$ cat src/rtl/hwpe_cmd_decoder.sv
// HWPE custom-0 command decoder: config/base/matrix registers, accumulator and ReLU requests, responses.
// Latency: register updates and pulses appear 1 cycle after acceptance; racc answers after acc_rvalid.
// Backpressure: cmd_ready only in IDLE; resp_valid held until resp_ready; relu_req held until relu_ack.
module hwpe_cmd_decoder #(
  parameter logic [6:0] OPCODE = 7'b0001011,
  parameter int         DW     = 32
) (
  input  logic          clk,
  input  logic          rst,
  input  logic          cmd_valid,
  output logic          cmd_ready,
  input  logic [31:0]   cmd_inst,
  input  logic [DW-1:0] cmd_rs1,
  input  logic [DW-1:0] cmd_rs2,
  output logic          resp_valid,
  input  logic          resp_ready,
  output logic [4:0]    resp_rd,
  output logic [DW-1:0] resp_data,
  output logic [15:0]   cfg_w_offset,
  output logic [15:0]   cfg_ch_count,
  output logic [9:0]    cfg_k_count,
  output logic [4:0]    cfg_acc_shift,
  output logic          cfg_k333,
  output logic          cfg_layer_type,
  output logic [1:0]    cfg_data_type,
  output logic [3:0]    cfg_ksize,
  output logic [255:0]  fmem_base,
  output logic [15:0]   mtx_h_count,
  output logic [15:0]   mtx_w_count,
  output logic [15:0]   mtx_h_stride,
  output logic [15:0]   mtx_w_stride,
  output logic          pe_start,
  input  logic          pe_done,
  output logic          tile_next,
  output logic          acc_we,
  output logic          acc_re,
  output logic [2:0]    acc_row,
  output logic [3:0]    acc_pe,
  output logic [DW-1:0] acc_wdata,
  input  logic          acc_rvalid,
  input  logic [DW-1:0] acc_rdata,
  output logic          relu_req,
  output logic [2:0]    relu_row,
  output logic [DW-1:0] relu_addr,
  input  logic          relu_ack,
  output logic          soft_rst,
  output logic          busy,
  output logic          illegal
);

  typedef enum logic [2:0] {S_IDLE, S_RACC, S_RESP, S_RELU, S_RUN} state_t;

  state_t        r_state;
  state_t        w_state_nxt;

  // Instruction fields
  logic [6:0]    w_funct7;
  logic [4:0]    w_rs2f;
  logic [4:0]    w_rs1f;
  logic [4:0]    w_rd;
  logic [6:0]    w_opc;
  logic          w_accept;
  logic          w_onehot;
  logic          w_legal;
  logic          w_do_wfad, w_do_wcfg, w_do_mtx, w_do_wacc, w_do_racc, w_do_relu, w_do_reset;
  logic          w_bad_cmd;
  logic          w_op_done;
  logic          w_unused_xd;

  // Architectural registers
  logic [15:0]   r_cfg_w_offset, r_cfg_ch_count;
  logic [9:0]    r_cfg_k_count;
  logic [4:0]    r_cfg_acc_shift;
  logic          r_cfg_k333, r_cfg_layer_type;
  logic [1:0]    r_cfg_data_type;
  logic [3:0]    r_cfg_ksize;
  logic [31:0]   r_base [8];
  logic [15:0]   r_mtx_h_count, r_mtx_w_count, r_mtx_h_stride, r_mtx_w_stride;

  // Pulses, request payloads and response state
  logic          r_pe_start, r_tile_next, r_acc_we, r_acc_re, r_soft_rst, r_illegal;
  logic [2:0]    r_acc_row;
  logic [3:0]    r_acc_pe;
  logic [DW-1:0] r_acc_wdata;
  logic [2:0]    r_relu_row;
  logic [DW-1:0] r_relu_addr;
  logic          r_last;
  logic [4:0]    r_pend_rd;
  logic [4:0]    r_resp_rd;
  logic [DW-1:0] r_resp_data;

  assign w_funct7    = cmd_inst[31:25];
  assign w_rs2f      = cmd_inst[24:20];
  assign w_rs1f      = cmd_inst[19:15];
  assign w_rd        = cmd_inst[11:7];
  assign w_opc       = cmd_inst[6:0];
  // xd/xs1/xs2 carry no meaning here: only racc ever answers
  assign w_unused_xd = ^cmd_inst[14:12];

  assign w_accept   = cmd_valid & cmd_ready;
  assign w_onehot   = (w_funct7 != 7'd0) && ((w_funct7 & (w_funct7 - 7'd1)) == 7'd0);
  assign w_legal    = (w_opc == OPCODE) && w_onehot;
  assign w_do_wfad  = w_accept & w_legal & w_funct7[0];
  assign w_do_wcfg  = w_accept & w_legal & w_funct7[1];
  assign w_do_mtx   = w_accept & w_legal & w_funct7[2];
  assign w_do_wacc  = w_accept & w_legal & w_funct7[3];
  assign w_do_racc  = w_accept & w_legal & w_funct7[4];
  assign w_do_relu  = w_accept & w_legal & w_funct7[5];
  assign w_do_reset = w_accept & w_legal & w_funct7[6];
  assign w_bad_cmd  = w_accept & ~w_legal;

  // State register
  always_ff @(posedge clk) begin
    if (rst) r_state <= S_IDLE;
    else     r_state <= w_state_nxt;
  end

  // Next state and state-decoded outputs
  always_comb begin
    w_state_nxt = r_state;
    cmd_ready   = 1'b0;
    busy        = 1'b0;
    resp_valid  = 1'b0;
    relu_req    = 1'b0;
    w_op_done   = 1'b0;
    case (r_state)
      S_IDLE: begin
        cmd_ready = 1'b1;
        if (w_do_mtx)       w_state_nxt = S_RUN;
        else if (w_do_racc) w_state_nxt = S_RACC;
        else if (w_do_relu) w_state_nxt = S_RELU;
      end
      S_RACC: begin
        if (acc_rvalid) w_state_nxt = S_RESP;
      end
      S_RESP: begin
        resp_valid = 1'b1;
        if (resp_ready) begin
          w_op_done   = 1'b1;
          w_state_nxt = r_last ? S_RUN : S_IDLE;
        end
      end
      S_RELU: begin
        relu_req = 1'b1;
        if (relu_ack) begin
          w_op_done   = 1'b1;
          w_state_nxt = r_last ? S_RUN : S_IDLE;
        end
      end
      S_RUN: begin
        busy = 1'b1;
        // A done arriving with the start/tile_next pulse belongs to the previous run
        if (pe_done && !r_pe_start && !r_tile_next) w_state_nxt = S_IDLE;
      end
      default: w_state_nxt = S_IDLE;
    endcase
  end

  // Config, base-address and matrix registers; reset command wipes them
  always_ff @(posedge clk) begin
    if (rst || w_do_reset) begin
      r_cfg_w_offset   <= '0;
      r_cfg_ch_count   <= '0;
      r_cfg_k_count    <= '0;
      r_cfg_acc_shift  <= '0;
      r_cfg_k333       <= 1'b0;
      r_cfg_layer_type <= 1'b0;
      r_cfg_data_type  <= '0;
      r_cfg_ksize      <= '0;
      for (int i = 0; i < 8; i++) r_base[i] <= '0;
      r_mtx_h_count    <= '0;
      r_mtx_w_count    <= '0;
      r_mtx_h_stride   <= '0;
      r_mtx_w_stride   <= '0;
    end else begin
      if (w_do_wcfg) begin
        r_cfg_w_offset   <= cmd_rs1[31:16];
        r_cfg_ch_count   <= cmd_rs1[15:0];
        r_cfg_k_count    <= cmd_rs2[22:13];
        r_cfg_acc_shift  <= cmd_rs2[12:8];
        r_cfg_k333       <= cmd_rs2[7];
        r_cfg_layer_type <= cmd_rs2[6];
        r_cfg_data_type  <= cmd_rs2[5:4];
        r_cfg_ksize      <= cmd_rs2[3:0];
      end
      if (w_do_wfad) begin
        // Bases are written in even/odd pairs; rd[0] is forced low
        r_base[{w_rd[2:1], 1'b0}] <= cmd_rs1[31:0];
        r_base[{w_rd[2:1], 1'b1}] <= cmd_rs2[31:0];
      end
      if (w_do_mtx) begin
        {r_mtx_w_count, r_mtx_h_count}   <= cmd_rs1[31:0];
        {r_mtx_w_stride, r_mtx_h_stride} <= cmd_rs2[31:0];
      end
    end
  end

  // Pulses, accumulator/ReLU request payloads, response capture and error flag
  always_ff @(posedge clk) begin
    if (rst) begin
      r_pe_start  <= 1'b0;
      r_tile_next <= 1'b0;
      r_acc_we    <= 1'b0;
      r_acc_re    <= 1'b0;
      r_soft_rst  <= 1'b0;
      r_illegal   <= 1'b0;
      r_acc_row   <= '0;
      r_acc_pe    <= '0;
      r_acc_wdata <= '0;
      r_relu_row  <= '0;
      r_relu_addr <= '0;
      r_last      <= 1'b0;
      r_pend_rd   <= '0;
      r_resp_rd   <= '0;
      r_resp_data <= '0;
    end else begin
      r_pe_start  <= w_do_mtx;
      r_acc_we    <= w_do_wacc;
      r_acc_re    <= w_do_racc;
      r_soft_rst  <= w_do_reset;
      r_tile_next <= w_op_done & r_last;
      if (w_do_reset)     r_illegal <= 1'b0;
      else if (w_bad_cmd) r_illegal <= 1'b1;
      if (w_do_wacc) begin
        r_acc_row   <= w_rd[2:0];
        r_acc_pe    <= w_rs2f[3:0];
        r_acc_wdata <= cmd_rs1;
      end
      if (w_do_racc) begin
        r_acc_row <= w_rs1f[2:0];
        r_acc_pe  <= w_rs2f[3:0];
        r_pend_rd <= w_rd;
        r_last    <= (w_rs1f[4:3] == 2'b10);
      end
      if (w_do_relu) begin
        r_relu_row  <= w_rs2f[2:0];
        r_relu_addr <= cmd_rs1;
        r_last      <= (w_rs2f[4:3] == 2'b10);
      end
      if (r_state == S_RACC && acc_rvalid) begin
        r_resp_data <= acc_rdata;
        r_resp_rd   <= r_pend_rd;
      end
    end
  end

  // Flatten base-address array onto the output bus
  always_comb begin
    fmem_base = '0;
    for (int i = 0; i < 8; i++) fmem_base[32*i +: 32] = r_base[i];
  end

  assign cfg_w_offset   = r_cfg_w_offset;
  assign cfg_ch_count   = r_cfg_ch_count;
  assign cfg_k_count    = r_cfg_k_count;
  assign cfg_acc_shift  = r_cfg_acc_shift;
  assign cfg_k333       = r_cfg_k333;
  assign cfg_layer_type = r_cfg_layer_type;
  assign cfg_data_type  = r_cfg_data_type;
  assign cfg_ksize      = r_cfg_ksize;
  assign mtx_h_count    = r_mtx_h_count;
  assign mtx_w_count    = r_mtx_w_count;
  assign mtx_h_stride   = r_mtx_h_stride;
  assign mtx_w_stride   = r_mtx_w_stride;
  assign pe_start       = r_pe_start;
  assign tile_next      = r_tile_next;
  assign acc_we         = r_acc_we;
  assign acc_re         = r_acc_re;
  assign acc_row        = r_acc_row;
  assign acc_pe         = r_acc_pe;
  assign acc_wdata      = r_acc_wdata;
  assign relu_row       = r_relu_row;
  assign relu_addr      = r_relu_addr;
  assign soft_rst       = r_soft_rst;
  assign illegal        = r_illegal;
  assign resp_rd        = r_resp_rd;
  assign resp_data      = r_resp_data;

endmodule

$ cat config.mk
export PLATFORM = sky130hd
export DESIGN_NAME = hwpe_cmd_decoder
export DESIGN_NICKNAME = d
export VERILOG_FILES = /design/src/rtl/hwpe_cmd_decoder.sv
export SDC_FILE = /design/constraint.sdc
export NUM_CORES = 1
export LEC_CHECK = 0
export BUFFER_PORTS_ARGS = -buffer_cell sky130_fd_sc_hd__buf_4
export CAP_MARGIN = 20
export CELL_PAD_IN_SITES_DETAIL_PLACEMENT = 0
export CELL_PAD_IN_SITES_GLOBAL_PLACEMENT = 1
export CORE_ASPECT_RATIO = 0.5
export CORE_UTILIZATION = 41
export DETAILED_ROUTE_END_ITERATION = 6
export MAX_ROUTING_LAYER = met4
export PLACE_DENSITY_LB_ADDON = 0.1
export SLEW_MARGIN = 20
export SYNTH_ARGS = -nofsm -noshare
export SYNTH_HDL_FRONTEND = slang
export SYNTH_SLANG_ARGS = --single-unit
$ cat constraint.sdc
create_clock -name clk -period 7.4 [get_ports clk]
set_clock_uncertainty 0.15 [all_clocks]
set_input_delay 0 -clock clk [delete_from_list [all_inputs] [get_ports clk]]
set_output_delay 0 -clock clk [all_outputs]
set_load 0.03 [all_outputs]
==> out/results.tsv <==
stage	metric	value	unit
status	outcome	finished, final reports clean	
cts	post-cts resize count	0	
logic_synthesis	Post-Synth Adder-Cell Area	0	%
worst_setup_path	slowest library cell on the worst path	buf_4	
cts	CTS Buf Count	46	
place	Detail Placement HPWL	38600	um
detailed_routing	DRC errors left	0	
place	pre-CTS setup slack	3.41	ns
grt	largest net degree at the start of global routing	71	
logic_synthesis	Synth warnings	0	
cts	CTS tree	yes	
detailed_routing	vias per inst	4.81	
logic_synthesis	Avg Cell Area, Syn	11.3	um2
cts	clock latency on the worst-skew pair	0.57	ns
final_layout	Antenna Diode Count	0	
logic_synthesis	main combinational cell family by area after synthesis	simple AND/OR/NAND/NOR gates	
cts	CTS sink count	501	
detailed_routing	Starting DRT DRC Count	1026	
power_and_ir_drop	leakage power	11.1	nW
worst_setup_path	most used cell, CP	dlygate4sd3_1	
floorplanning	die area	46800	um2
cts	CTS H-tree depth	2	
detailed_routing	drt first pass iters	5	
worst_setup_path	crit-path max FO	70	
floorplanning	Core Box Area	45200	um2
timing	Final Hold Viols	0	
logic_synthesis	area leader, netlist	edfxtp_1	
floorplanning	die width	305	um
timing	unrepaired setup endpoints after global routing	no	
worst_setup_path	Crit path max-delay family	buffers and inverters	
worst_setup_path	Startpoint Class	input pin	
worst_setup_path	crit path capture type	flip-flop	
worst_setup_path	cell chain of the critical path	dlygate4sd3_1 -> buf_4 -> o32ai_4 -> dlygate4sd3_1 -> and2_4 -> o211a_1 -> a21o_4 -> buf_4 -> a21oi_1 -> dlygate4sd3_1	
grt	GRT Overall Usage	26.3	%
timing	period utilization	56.4	%
logic_synthesis	Mapped Nets	1803	
timing	worst setup margin	3.23	ns
min_path	Hold Crit Class	in -> reg	
power_and_ir_drop	VDD IR max	137	uV
timing	# setup viols final	0	
logic_synthesis	largest cells by area after synthesis	edfxtp_1 41%, dfxtp_1 26%, nand2_1 9.2%	
logic_synthesis	post-synthesis simple-gate area fraction	19.9	%
detailed_routing	DR WL/cell	20.0	um
cts	Clk Tree Root Cell	clkbuf_16	
grt	first-pass GRT wire length	90600	um
logic_synthesis	Post-synth EDFFs	256	
cts	Longest Clk Path Bufs	3	
worst_setup_path	max incr delay on CP	0.79	ns
place	GPL Wtd Cong	0.823	
logic_synthesis	Synth Area in Compound Gates	9.17	%
final_layout	layout cells sized above 1	32.4	%
floorplanning	I/O pin cnt	631	
place	Placed Cells	2803	
logic_synthesis	Seq/Total Area, Yosys	66.9	%
timing	Period minus WS final	4.17	ns
logic_synthesis	Async SR Flop Fraction	0	%
logic_synthesis	share of the synthesized area in the top cell type	40.9	%
logic_synthesis	ys flop type	edfxtp_1	
timing	Setup Total Neg Slack	0	ns
logic_synthesis	synthesized cell area	18800	um2
final_layout	Util after Layout	60.4	%
floorplanning	Die Ht	153	um
timing	Worst Tran Pin Value	1.03	ns
logic_synthesis	Synth Area in XOR/XNOR	0.0465	%
worst_setup_path	critical path class	in -> reg	
worst_setup_path	critical path arrival	4.49	ns
timing	Slew HR	31.4	%
floorplanning	Starting Density	41.6	%
detailed_routing	total wire length	61600	um
logic_synthesis	Syn Inst Count	1668	
run	Max-Cap Viols	0	
final_layout	P&R area growth vs syn	45.1	%
logic_synthesis	Seq cells post-synth	501	
timing	max-slew violations	0	
logic_synthesis	Netlist cell types	52	
place	PortBufs	627	
floorplanning	row count	55	
grt	initial antenna violation count	0	
worst_setup_path	Required @ worst endpoint	7.71	ns
timing	Fin Hold WS	0.0336	ns
grt	gr ovfl total	0	
cts	Worst-path clk slew	0.07	ns
final_layout	Nets	2576	
final_layout	Cell Count, Final, Fillers Out	3077	
power_and_ir_drop	Pwr Density	216	nW/um2
worst_setup_path	CP bufs+invs	5	
timing	fmax	0.240	GHz
grt	vias in the first global route	14500	
detailed_routing	ANT nets after route	0	
logic_synthesis	post-synthesis mux area share	0.213	%
detailed_routing	Vias	14800	
final_layout	Fillers	3781	
-- per-stage QoR --
| stage | power (mW) | instance area (um2) |
|---|---|---|
| floorplan | 3.21 | 18800 |
| global placement | 3.41 | 23800 |
| detailed placement | 3.41 | 23800 |
| CTS | 5.94 | 27200 |
| global route | 6.08 | 27300 |
| finish | 5.89 | 27300 |
-- area by class of cell --
| class | count | area, um2 | area share (%) |
|---|---|---|---|
| Sequential cell | 501 | 12600 | 46.1 |
| Multi-Input combinational cell | 1055 | 5620 | 20.6 |
| Tap cell | 598 | 748 | 2.74 |
| Clock inverter | 16 | 159 | 0.582 |
| Inverter | 3 | 11.3 | 0.0412 |
| Timing Repair Buffer | 834 | 6770 | 24.8 |
| Clock buffer | 70 | 1410 | 5.15 |
-- placed cells by master (no fill, tap or decap), drive strengths merged, types with 7 or more instances in the layout --
cell type,Yosys,final
a211oi,7,7
and2,260,260
a21oi,235,235
clkinv,0,11
dlygate4sd3,0,185
edfxtp,256,256
buf,69,649
nand2,461,461
dfxtp,245,245
clkbuf,40,70
nand3,9,9
o21ai,9,9
nor2,19,19
-- final timing paths --
path / startpoint / endpoint / slack [ns] / cells after the start
setup / recovery: cmd_inst[27] / mtx_h_count[2]$_SDFFE_PP0P_ / 3.23 / 10
hold / removal: cmd_inst[6] / r_state[2]$_SDFFE_PP0P_ / 0.03 / 6
setup reg to reg: r_state[0]$_SDFFE_PP0P_ / mtx_h_count[2]$_SDFFE_PP0P_ / 3.50 / 7
hold reg to reg: acc_wdata[31]$_SDFFE_PP0P_ / acc_wdata[31]$_SDFFE_PP0P_ / 0.30 / 2
-- sequential cells by signal, indices dropped and copies added (netlist names), 2 cells and up --
signal / count
r_base: 256
acc_wdata: 32
relu_addr: 32
resp_data: 32
cfg_ch_count: 16
cfg_w_offset: 16
mtx_h_count: 16
mtx_h_stride: 16
mtx_w_count: 16
mtx_w_stride: 16
cfg_k_count: 10
cfg_acc_shift: 5
r_pend_rd: 5
resp_rd: 5
acc_pe: 4
cfg_ksize: 4
acc_row: 3
r_state: 3
relu_row: 3
cfg_data_type: 2
-- repair_timing --
item,4_1_cts,5_1_grt
hold buffers,185,0
endpoints found under the hold margin,501,0
setup buffers,0,0
-- worst min-delay path: stages --
cell      delay, ns
buf_4          0.08
nor3_1         0.05
nand4_1        0.21
a211oi_4       0.09
a211oi_1       0.22
nor2_1         0.06
-- metal layers --
layer	routed length, um	part of all wire [%]	global-route usage [%]	up-vias
li1	-	-	-	7126
met1	24300	40	29.9	7143
met2	32100	52	46.6	407
met3	2680	4.4	3.92	122
met4	2490	4.0	10.3	0
met5	0	0	-	-
-- cells in the mapped netlist (2+ instances only) --
cell type,instances
nand3_1,9
nand2b_1,2
and2_1,259
o2111ai_1,2
o211a_1,2
nand4_1,2
inv_1,3
buf_4,11
a21oi_2,60
and3_1,3
a211oi_1,5
o21ai_0,9
buf_2,30
o2111ai_2,2
nand2_1,461
buf_1,2
nor3_1,4
clkbuf_2,5
clkbuf_1,35
a21oi_1,175
dfxtp_1,245
buf_6,26
edfxtp_1,256
o211ai_1,2
mux2i_1,4
nand3b_1,2
nor2_1,18
or2_1,4
nor4b_4,2
o2111a_1,2
nor3b_1,3
nor4_2,2
a21o_1,2
-- cell families after synthesis --
logic type | Yosys count
AOI/OAI and AO/OA | 270
xor gates and xnor gates | 1
buffers and inverters | 112
DFF | 501
muxes | 4
and+or+nand+nor | 780
-- where the power goes --
group	switching, mW	total (mW)	internal (mW)
Clock	1.06	2.48	1.42
Sequential	0.0142	2.97	2.96
Combinational	0.270	0.436	0.166
No activity file was read; power rests on OpenSTA's default activity.
